### config.mk
export PLATFORM = sky130hd
export DESIGN_NAME = gpu_prefetch_ctrl
export DESIGN_NICKNAME = d
export VERILOG_FILES = /design/src/rtl/gpu_prefetch_ctrl.sv
export SDC_FILE = /design/constraint.sdc
export NUM_CORES = 1
export LEC_CHECK = 0
export CORE_UTILIZATION = 53
export DETAILED_ROUTE_END_ITERATION = 6
export GPL_ROUTABILITY_DRIVEN = 0
export HOLD_SLACK_MARGIN = 0.08
export MAX_ROUTING_LAYER = met4
export PLACE_DENSITY = 0.92
export SLEW_MARGIN = 20
export SYNTH_ARGS = -nofsm -noshare
export SYNTH_HDL_FRONTEND = slang
export SYNTH_SLANG_ARGS = --single-unit
### constraint.sdc
create_clock -name clk -period 3.5 [get_ports clk]
set_input_delay 0.35 -clock clk [delete_from_list [all_inputs] [get_ports clk]]
set_output_delay 0.35 -clock clk [all_outputs]
set_load 0.01 [all_outputs]
### src/rtl/gpu_prefetch_ctrl.sv
// gpu_prefetch_ctrl
//   Instruction prefetch controller for the GPU front end. Reads 32-bit
//   longwords from local memory over a req/ack handshake, splits them into
//   big-endian halfwords held in a 4-entry queue, and presents the head
//   halfword plus its byte address to the instruction decoder.
//
// Ports
//   clk          system clock, all state on the rising edge
//   resetl       asynchronous active-low reset
//   jump         one-cycle pulse: restart fetching at jump_addr
//   jump_addr    jump target byte address (bit 0 ignored)
//   fetch_req    memory read request, held until fetch_ack
//   fetch_addr   longword-aligned read address
//   fetch_ack    read complete, fetch_data valid this cycle
//   fetch_data   read data, bits 31:16 are the lower-addressed halfword
//   instr_valid  queue head is valid
//   instr        queue head halfword
//   instr_pc     byte address of instr
//   instr_take   decoder consumes the head halfword
module gpu_prefetch_ctrl #(
  parameter int AW = 24
) (
  input  logic          clk,
  input  logic          resetl,
  input  logic          jump,
  input  logic [AW-1:0] jump_addr,
  output logic          fetch_req,
  output logic [AW-1:0] fetch_addr,
  input  logic          fetch_ack,
  input  logic [31:0]   fetch_data,
  output logic          instr_valid,
  output logic [15:0]   instr,
  output logic [AW-1:0] instr_pc,
  input  logic          instr_take
);

  typedef enum logic [1:0] {
    IDLE    = 2'd0,
    FETCH   = 2'd1,
    DISCARD = 2'd2
  } state_e;

  state_e        state_q, state_d;
  logic [2:0]    count_q, count_d;
  logic [1:0]    rd_ptr_q, rd_ptr_d;
  logic [AW-1:0] fetch_addr_q, fetch_addr_d;
  logic [AW-1:0] tgt_q, tgt_d;        // jump target parked while draining a stale request
  logic          skip_q, skip_d;      // first fetched halfword lies before the jump target
  logic [15:0]   mem_q [4];

  logic          pop;
  logic          accept;
  logic [2:0]    enq_n;
  logic [1:0]    wr0_ptr;
  logic [1:0]    wr1_ptr;
  logic [AW-1:0] jump_aligned;

  // Bit 0 of the jump target addresses a byte inside a halfword; never used.
  logic unused_jump_bit0;
  assign unused_jump_bit0 = jump_addr[0];

  assign jump_aligned = {jump_addr[AW-1:2], 2'b00};
  assign pop          = instr_take && (count_q != 3'd0);
  // A jump in the same cycle as the ack turns the returned data stale.
  assign accept       = (state_q == FETCH) && fetch_ack && !jump;
  assign enq_n        = accept ? (skip_q ? 3'd1 : 3'd2) : 3'd0;

  // Requests only start with count <= 2, so rd_ptr + count never laps the
  // head when two halfwords are written.
  assign wr0_ptr = rd_ptr_q + count_q[1:0];
  assign wr1_ptr = wr0_ptr + 2'd1;

  always_comb begin
    state_d      = state_q;
    count_d      = count_q;
    rd_ptr_d     = rd_ptr_q;
    fetch_addr_d = fetch_addr_q;
    tgt_d        = tgt_q;
    skip_d       = skip_q;

    unique case (state_q)
      IDLE: begin
        if (!jump && count_q <= 3'd2) state_d = FETCH;
      end
      FETCH: begin
        if (fetch_ack)  state_d = IDLE;
        else if (jump)  state_d = DISCARD;
      end
      DISCARD: begin
        if (fetch_ack) begin
          state_d      = IDLE;
          fetch_addr_d = tgt_q;
        end
      end
      default: state_d = IDLE;
    endcase

    if (accept) begin
      fetch_addr_d = fetch_addr_q + {{(AW-3){1'b0}}, 3'd4};
      skip_d       = 1'b0;
    end

    count_d  = count_q + enq_n - {2'b00, pop};
    rd_ptr_d = rd_ptr_q + {1'b0, pop};

    if (jump) begin
      count_d = 3'd0;
      tgt_d   = jump_aligned;
      skip_d  = jump_addr[1];
      // An unacked request must keep its address on the bus; the new
      // target is loaded from tgt_q when that request finally completes.
      if (!((state_q == FETCH || state_q == DISCARD) && !fetch_ack))
        fetch_addr_d = jump_aligned;
    end
  end

  always_ff @(posedge clk or negedge resetl) begin
    if (!resetl) begin
      state_q      <= IDLE;
      count_q      <= 3'd0;
      rd_ptr_q     <= 2'd0;
      fetch_addr_q <= '0;
      tgt_q        <= '0;
      skip_q       <= 1'b0;
    end else begin
      state_q      <= state_d;
      count_q      <= count_d;
      rd_ptr_q     <= rd_ptr_d;
      fetch_addr_q <= fetch_addr_d;
      tgt_q        <= tgt_d;
      skip_q       <= skip_d;
    end
  end

  // Queue storage: one register per entry. The first write slot receives the
  // upper halfword unless the upper halfword is being skipped.
  generate
    for (genvar gi = 0; gi < 4; gi++) begin : g_entry
      logic we0;
      logic we1;
      assign we0 = accept && (wr0_ptr == 2'(gi));
      assign we1 = accept && !skip_q && (wr1_ptr == 2'(gi));

      always_ff @(posedge clk or negedge resetl) begin
        if (!resetl) begin
          mem_q[gi] <= 16'h0000;
        end else if (we0) begin
          mem_q[gi] <= skip_q ? fetch_data[15:0] : fetch_data[31:16];
        end else if (we1) begin
          mem_q[gi] <= fetch_data[15:0];
        end
      end
    end
  endgenerate

  assign fetch_req   = (state_q != IDLE);
  assign fetch_addr  = fetch_addr_q;
  assign instr_valid = (count_q != 3'd0);
  assign instr       = instr_valid ? mem_q[rd_ptr_q] : 16'h0000;
  assign instr_pc    = fetch_addr_q - {{(AW-4){1'b0}}, count_q, 1'b0};

endmodule

==> impl_metrics.csv, run 1 <==
group,metric,value,unit
synthesis,synth_edf_count,0,
clocking,clk_path_buf_depth,2,
drt,antenna_left,0,
synthesis,ys_async_sr_fraction,100,%
worst_setup_path,r2r_cells,12,
sta,max_freq,0.294,GHz
worst_hold_path,hold_end,"mem_q[27]$_DFFE_PN0P_",
drt,drt-initial-drc-count,855,
die,die_y,116,um
global_routing,grt_start_max_net_pins,74,
placed_design,pre_cts_ws,0.256,ns
clocking,clock_latency,0.42,ns
worst_setup_path,critPathCaptureType,"output pin",
worst_hold_path,min_from,"mem_q[27]$_DFFE_PN0P_",
sta,setup_viol,0,
power,power_density,989,mW/mm2
worst_setup_path,cpLargestDelayFamily,"simple AND/OR/NAND/NOR gates",
worst_setup_path,path_buf_inv,1,
synthesis,synth_area_leaders,"dfrtp_1 43%, mux2_2 8.1%, mux4_2 5.2%, a222oi_1 4.6%, o2bb2ai_1 3.9%",
worst_setup_path,cp.arrival,3.05,ns
synthesis,ys_seq_area_share,42.7,%
synthesis,yosys_warnings,0,
sta,tightest_slew,0.901,ns
die,die_w,116,um
final_layout,layout.cells.non_filler,931,
drt,viasPerCell,6.60,
sta,slew_violations,0,
final_layout,drive_above_1_share,18.3,%
synthesis,syn_inst,631,
worst_setup_path,path_cells,"ha_1 -> nor2b_1 -> or3_4 -> nand2b_4 -> nor4_4 -> xor2_1 -> clkdlybuf4s50_1",
final_layout,area_delta_synth_final,30.0,%
global_routing,grt_usage,32.3,%
global_routing,grt_pass1_vias,6224,
clocking,cts_tree,"built",
synthesis,yosys-top-cells-count,"118 x dfrtp_1, 50 x mux2_2, 47 x inv_1",
drt,first_pass_iters,7,
die,io_pins,127,
die,floorplan.initialDensity,54.6,%
placed_design,dp_cells,898,
worst_setup_path,path_depth,7,
final_layout,fin_nets,821,
clocking,cts_sinks,118,
drt,wl_per_cell,21.6,um
drt,wl,20100,um
drt,vias,6140,
die,core-area,0.0127,mm2
placed_design,dpl.hpwl,12900,um
clocking,cts-root-buf,"clkbuf_16",
final_layout,final_core_util,70.9,%
clocking,clk_pin_slew,0.05,ns
synthesis,synth-seq-cells,118,
sta,tns,0,ns
placed_design,placed_cell_area,0.00830,mm2
sta,final_hold_viol_count,0,
final_layout,final_area,0.00898,mm2
worst_hold_path,hold_depth,1,
synthesis,synth_nets,706,
die,dieArea,0.0135,mm2
clocking,numCtsBuffers,17,
placed_design,io_buffers,125,
synthesis,synth.avg_cell_area,11.0,um2
sta,worst_slack,0.102,ns
power,p_leak,0.00377,uW
outcome,violations,"DRC",
worst_setup_path,criticalPathCategory,"register to output pin",
sta,fin_crit_sh,97.1,%
final_layout,antenna_cells,0,
synthesis,ys.flop_type,"dfrtp_1",
worst_setup_path,rr_startpoint,"state_q[1]$_DFFE_PN0P_",
worst_setup_path,cp.required,3.15,ns
die,rows,41,
power,ir_drop,521,uV
synthesis,synth_most_common_cell,"dfrtp_1",
synthesis,yosysTopAreaCell,"dfrtp_1",
worst_hold_path,min_path_type,"register to register",
job,max_cap_viol_count,0,
worst_setup_path,r2r_end,"count_q[2]$_DFF_PN0_",
synthesis,synth_area,0.00691,mm2
drt,drc_errors,7,
worst_setup_path,crit_fanout,7,
worst_setup_path,cp_slowest_cell,"clkdlybuf4s50_1",
sta,period_needed,3.40,ns
sta,relSlewSlack,39.9,%
outcome,status,"finished with violations",
clocking,cts_max_level,4,
global_routing,grt-ovfl-total,0,
worst_setup_path,reg2reg_slack,0.80,ns
clocking,post-cts-setup-buffers,0,
worst_setup_path,crit_path_start_kind,"register",
sta,clock_skew,0.00658,ns
worst_setup_path,max_stage_delay,0.55,ns
final_layout,fillers,862,
sta,rsz0062_at_grt,"false",
synthesis,yosys.area.top_type_share,42.7,%
global_routing,antenna_found_initial,0,
synthesis,synth_cell_type_count,59,
global_routing,grt_pass1_wl,32000,um
==> sequential cells by signal, summed over array words and instances, names as in the netlist <==
| register | count |
|---|---|
| count_q | 3 |
| mem_q | 64 |
| rd_ptr_q | 2 |
| skip_q | 1 |
| fetch_addr | 24 |
| tgt_q | 22 |
| state_q | 2 |
==> cell usage in the layout (no fill, tap or decap), drive strengths merged, types with 18 or more instances in the layout <==
cell	instances
mux2	50
nor3	23
a21oi	19
a22oi	31
inv	47
dfrtp	118
xor2	23
nor2b	21
clkdlybuf4s50	123
nor2	33
buf	18
o2bb2ai	31
clkbuf	18
a222oi	32
==> worst max path at each step <==
stage	end	slack, ns	startpoint
4_1_cts	instr_pc[21]	0.07	fetch_addr[3]$_DFF_PN0_
2_1_floorplan	count_q[2]$_DFF_PN0_	0.44	state_q[1]$_DFFE_PN0P_
6_report	instr_pc[23]	0.10	fetch_addr[3]$_DFF_PN0_
5_1_grt	instr_pc[10]	0.02	count_q[1]$_DFF_PN0_
3_3_place_gp	instr_pc[6]	0.43	count_q[1]$_DFF_PN0_
3_5_place_dp	instr_pc[10]	0.26	count_q[1]$_DFF_PN0_
==> power by group <==
group          internal (uW)  switching (uW)
clock network           1350             635
registers               1910             617
logic                   2280            2100
total                   5530            3360
==> through the flow <==
stage               power, uW  hold WS (ns)
floorplan                5060        0.0544
global placement         6590         0.381
detailed placement       6810         0.398
CTS                      8850         0.486
global route             9380         0.505
finish                   8890         0.483
==> metal layers <==
metal	global-route usage [%]	share of wire, %	wire length, um	up-vias
met5	-	0	0	-
li1	-	-	-	2607
met3	7.06	9.8	1970	69
met4	15.0	2.7	542	0
met1	38.5	37	7450	3026
met2	52.6	50	10200	438
==> area by class of cell <==
class | instances | area [um2] | area share [%]
multi-input cells | 419 | 3570 | 39.7
flip-flops and latches | 118 | 2950 | 32.9
repair buffers | 143 | 1400 | 15.6
clock buffers | 18 | 439 | 4.89
clock inverters | 14 | 230 | 2.56
well taps | 172 | 215 | 2.40
inverters | 47 | 176 | 1.96
==> kinds of logic (layout without fill, tap and decap cells) <==
family	after synthesis	in the layout	synth area share, %
XOR/XNOR	39	39	5.27
AND/OR/NAND/NOR	144	144	12.2
flip-flops	118	118	42.7
adder cells (fa/ha/maj)	14	14	2.75
AO/OA/AOI/OAI	152	152	17.3
multiplexers	70	70	13.9
buffers and inverters	94	222	5.81
==> repair_timing <==
action,CTS,global route
hold buffers,1,0
endpoints found under the setup margin,3,2
gates resized for setup,2,2
endpoints found under the hold margin,45,0
Note: power is estimated with default switching activity, not from simulation.
==> run 2, diff against run 1 <==
GPL_ROUTABILITY_DRIVEN = 1   (was 0)
==> run 2 against run 1 <==
Effect of this change: first-iteration DRC count is 2.1% lower; the run still ends with DRC left; final cell count is 0.43% higher; combinational power is 0.9% higher; critical path type unchanged; largest power group unchanged.
==> impl_metrics.csv, run 2 (synthesis results as in run 1) <==
group,metric,value,unit
outcome,status,"finished with violations",
outcome,violations,"DRC",
final_layout,area_delta_synth_final,30.4,%
global_routing,grt_pass1_vias,6284,
clocking,clk_pin_slew,0.06,ns
job,max_cap_viol_count,0,
power,ir_drop,490,uV
worst_setup_path,r2r_cells,12,
sta,period_needed,3.36,ns
placed_design,io_buffers,125,
clocking,cts_max_level,4,
sta,tns,0,ns
die,io_pins,127,
die,rows,41,
final_layout,fin_nets,826,
sta,final_hold_viol_count,0,
sta,clock_skew,0.00787,ns
final_layout,antenna_cells,0,
die,die_y,116,um
sta,rsz0062_at_grt,"false",
drt,antenna_left,0,
placed_design,gp_congestion,0.923,
global_routing,grt-ovfl-total,0,
sta,setup_viol,0,
drt,wl,20100,um
die,dieArea,0.0135,mm2
final_layout,largest_reg_flops,64,
worst_setup_path,crit_end,"instr_pc[6]",
worst_setup_path,cp.required,3.15,ns
clocking,cts_sinks,118,
worst_setup_path,crit_path_start_kind,"register",
worst_setup_path,rr_startpoint,"state_q[1]$_DFFE_PN0P_",
power,power_density,986,mW/mm2
final_layout,final_common_cell,"clkdlybuf4s50_1",
global_routing,grt_start_max_net_pins,67,
placed_design,dpl.hpwl,13100,um
drt,viasPerCell,6.48,
global_routing,grt_pass1_wl,32100,um
clocking,clk_path_buf_depth,2,
drt,drc_errors,4,
clocking,cts-root-buf,"clkbuf_16",
sta,max_freq,0.298,GHz
final_layout,final_area,0.00902,mm2
power,p_leak,0.00380,uW
global_routing,grt_usage,32.6,%
sta,fin_crit_sh,95.9,%
worst_setup_path,criticalPathCategory,"register to output pin",
clocking,numCtsBuffers,17,
sta,slew_violations,0,
worst_setup_path,reg2reg_slack,0.77,ns
drt,vias,6055,
clocking,post-cts-setup-buffers,0,
worst_hold_path,min_path_type,"register to register",
final_layout,regMostFlops,"mem_q",
sta,relSlewSlack,41.7,%
die,core-area,0.0127,mm2
worst_setup_path,crit_fanout,5,
global_routing,antenna_found_initial,0,
worst_setup_path,r2r_end,"count_q[2]$_DFF_PN0_",
worst_setup_path,critPathCaptureType,"output pin",
final_layout,drive_above_1_share,18.6,%
drt,wl_per_cell,21.5,um
clocking,cts_tree,"built",
final_layout,final_cell_mix,"124 x clkdlybuf4s50_1, 117 x dfrtp_1, 50 x mux2_2",
die,die_w,116,um
die,floorplan.initialDensity,54.6,%
worst_setup_path,startpoint,"count_q[1]$_DFF_PN0_",
sta,tightest_slew,0.874,ns
clocking,clock_latency,0.42,ns
worst_setup_path,cp.arrival,3.01,ns
drt,drt-initial-drc-count,837,
placed_design,placed_cell_area,0.00833,mm2
drt,first_pass_iters,7,
run 2: cell count changes in the layout (fill, tap and decap cells not counted), moves of 2 or more:
cell | before | now
buf_4 | 17 | 22
clkbuf_8 | 1 | 5
clkinvlp_4 | 4 | 1
clkinv_2 | 4 | 2
run 2: layer usage:
layer	global-route usage [%]	wire length (um)	part of all wire, %	up-vias
met3	7.52	1850	9.2	72
met1	37.4	7660	38	2954
met2	53.8	10000	50	412
met4	16.4	617	3.1	0
li1	-	-	-	2617
met5	-	0	0	-
run 2: cell type report:
type	instances	area (um2)
fill	891	3650
multi-input combinational	419	3570
sequential	118	2950
timing repair buffer	148	1440
clock buffer	23	498
tap	172	215
inverter	47	176
clock inverter	8	168
run 2: worst max-delay path, stage by stage (launching register included):
cell and delay, ns:
dfrtp_2 0.46, inv_1 0.09, ha_1 0.27, nor2b_1 0.12
o21ai_1 0.32, nand2b_1 0.18, or3_2 0.45, xnor2_1 0.15
clkdlybuf4s50_1 0.55
run 2: stage by stage:
step                worst slack (ns)  utilization, %  power (uW)  cells  hold slack, ns
global placement               0.400            65.8        6630    903           0.465
floorplan                      0.442               -        5060    631          0.0544
detailed placement             0.364            65.8        6810    903           0.470
CTS                           0.0761            71.1        8850    935           0.487
global route                  0.0219            71.2        9370    935           0.503
finish                         0.144            71.2        8890    935           0.486
run 2: worst min path at each step:
stage	depth (start not counted)	slack [ns]	to	startpoint
after floorplan	0	0.05	count_q[0]$_DFF_PN0_	resetl
after global placement	1	0.47	mem_q[20]$_DFFE_PN0P_	mem_q[20]$_DFFE_PN0P_
after detailed placement	1	0.47	mem_q[20]$_DFFE_PN0P_	mem_q[20]$_DFFE_PN0P_
after CTS	1	0.49	mem_q[20]$_DFFE_PN0P_	mem_q[20]$_DFFE_PN0P_
after global routing	1	0.50	mem_q[20]$_DFFE_PN0P_	mem_q[20]$_DFFE_PN0P_
final	2	0.49	mem_q[15]$_DFFE_PN0P_	mem_q[15]$_DFFE_PN0P_
run 2: repair_timing:
action                                  in CTS  in global routing
endpoints found under the setup margin       2                  3
hold buffers                                 1                  0
gates resized for setup                      1                  2
pin swaps                                    0                  0
hold endpoints to repair                    22                  0
run 2: report_power, final:
group,total [uW],internal (uW),switching [uW]
Combinational,4420,2290,2130
Sequential,2510,1910,600
Clock,1960,1350,606
Total,8890,5550,3330
==> run 3, diff against run 2 <==
CORE_MARGIN = 5   (was not set)
==> run 3 against run 2 <==
Effect of this change: the run still ends with DRC left; clock power down 22%; critical path depth unchanged; die area up 14%; first-iteration DRC count down 8.5%; sequential cell count unchanged; combinational power down 0.9%; clock skew up 0.0041 ns; total power down 5.0%; setup slack worse by 0.024 ns; non-clock buffer count down 8; highest routed layer unchanged; wire length about the same; final cell count down 0.96%.
==> impl_metrics.csv, run 3 (synthesis results as in run 1) <==
group,metric,value,unit
sta,slew_violations,0,
power,power_density,959,mW/mm2
clocking,clk_pin_slew,0.05,ns
final_layout,regMostFlops,"mem_q",
drt,wl,20100,um
worst_hold_path,min_path_type,"input pin to async pin",
placed_design,dpl.hpwl,13500,um
sta,tns,0,ns
job,max_cap_viol_count,0,
worst_setup_path,path_cells,"inv_1 -> ha_1 -> nor2b_1 -> or3_4 -> nand2b_4 -> nor4_4 -> xor2_1 -> clkdlybuf4s50_1",
worst_setup_path,r2r_cells,6,
worst_setup_path,cpLargestDelayFamily,"simple AND/OR/NAND/NOR gates",
power,ir_drop,532,uV
global_routing,grt_usage,26.7,%
global_routing,grt_start_max_net_pins,73,
final_layout,final_cell_mix,"124 x clkdlybuf4s50_1, 118 x dfrtp_1, 50 x mux2_2",
placed_design,dp_cells,896,
drt,vias,6063,
final_layout,layout.cells.non_filler,926,
die,floorplan.initialDensity,54.3,%
die,die_y,124,um
worst_setup_path,cp.required,3.15,ns
sta,final_hold_viol_count,0,
worst_setup_path,critPathCaptureType,"output pin",
worst_setup_path,path_depth,8,
die,die_w,124,um
final_layout,fillers,927,
clocking,cts_max_level,4,
clocking,post-cts-setup-buffers,0,
final_layout,antenna_cells,0,
final_layout,regArea,0.00295,mm2
drt,first_pass_iters,7,
clocking,clk_path_buf_depth,2,
worst_setup_path,crit_fanout,7,
clocking,ctsHoldBuffers,0,
final_layout,final_common_cell,"clkdlybuf4s50_1",
sta,worst_slack,0.120,ns
drt,antenna_left,0,
final_layout,multiInputGateArea,0.00357,mm2
clocking,clock_latency,0.42,ns
outcome,status,"finished with violations",
worst_setup_path,path_buf_inv,2,
placed_design,io_buffers,125,
placed_design,pre_cts_ws,0.353,ns
global_routing,grt_pass1_vias,6355,
placed_design,gp_congestion,0.880,
clocking,numCtsBuffers,17,
final_layout,area_delta_synth_final,27.3,%
die,rows,41,
die,core-area,0.0127,mm2
sta,clock_skew,0.0119,ns
sta,relSlewSlack,37.5,%
global_routing,antenna_found_initial,0,
drt,viasPerCell,6.55,
global_routing,grt_pass1_wl,32800,um
global_routing,grt-ovfl-total,0,
drt,drc_errors,5,
final_layout,drive_above_1_share,17.4,%
worst_setup_path,criticalPathCategory,"register to output pin",
sta,fin_crit_sh,96.6,%
worst_setup_path,max_stage_delay,0.56,ns
clocking,cts_sinks,118,
sta,tightest_slew,0.937,ns
power,p_leak,0.00369,uW
die,dieArea,0.0154,mm2
drt,drt-initial-drc-count,766,
die,io_pins,127,
clocking,cts_tree,"built",
sta,setup_viol,0,
sta,rsz0062_at_grt,"false",
power,power,8440,uW
worst_setup_path,cp_slowest_cell,"clkdlybuf4s50_1",
sta,period_needed,3.38,ns
final_layout,largest_reg_flops,64,
sta,max_freq,0.296,GHz
drt,wl_per_cell,21.7,um
outcome,violations,"DRC",
final_layout,fin_nets,818,
worst_setup_path,crit_path_start_kind,"register",
clocking,cts-root-buf,"clkbuf_16",
worst_setup_path,cp.arrival,3.03,ns
==> run 3: changes by cell type in the layout (fill, tap and decap cells not counted), moves of 2 or more <==
cell / change
clkbuf_8: -2
clkinv_2: +3
nor2_2: +2
bufinv_16: -5
buf_4: -7
clkbuf_1: +4
nor2_1: -2
==> run 3: final timing paths <==
kind	startpoint	to	slack, ns
max in group asynchronous	resetl	count_q[2]$_DFF_PN0_	2.62
min reg2reg	mem_q[15]$_DFFE_PN0P_	mem_q[15]$_DFFE_PN0P_	0.49
min in group clk	mem_q[15]$_DFFE_PN0P_	mem_q[15]$_DFFE_PN0P_	0.49
max	count_q[2]$_DFF_PN0_	instr_pc[21]	0.12
max reg2reg	state_q[1]$_DFFE_PN0P_	mem_q[40]$_DFFE_PN0P_	0.71
min	resetl	tgt_q[7]$_DFFE_PN0P_	0.07
==> run 3: per-layer routing <==
layer  vias up  GRT usage, %  part of all wire (%)
li1       2606             -                     -
met4         0          11.0                   2.3
met1      2997          31.7                    38
met2       407          43.9                    50
met5         -             -                     0
met3        53          6.05                    10
==> run 3: report_power, final <==
| part | switching (uW) | internal [uW] |
|---|---|---|
| Clock | 580 | 943 |
| Combinational | 2100 | 2270 |
| Sequential | 632 | 1910 |
==> run 3: area by class of cell <==
| type | count | area share (%) |
|---|---|---|
| clock buffer | 25 | 5.52 |
| clock inverter | 5 | 0.284 |
| inverter | 47 | 2.00 |
| multi-input combinational | 419 | 40.6 |
| sequential | 118 | 33.6 |
| tap | 172 | 2.45 |
| timing repair buffer | 140 | 15.6 |
==> run 3: what timing repair did <==
item                                    4_1_cts  5_1_grt
hold endpoints to repair                      0        0
endpoints found under the setup margin        3        2
gates resized for setup                       1        1
pin swaps                                     0        0
==> run 3: through the flow <==
stage	util, %	cell area (um2)	hold WS [ns]
5_1_grt	69.2	8800	0.164
4_1_cts	69.1	8800	0.105
3_3_place_gp	65.1	8280	0.466
3_5_place_dp	65.1	8290	0.474
2_1_floorplan	-	6910	0.0544
6_report	69.2	8800	0.0719
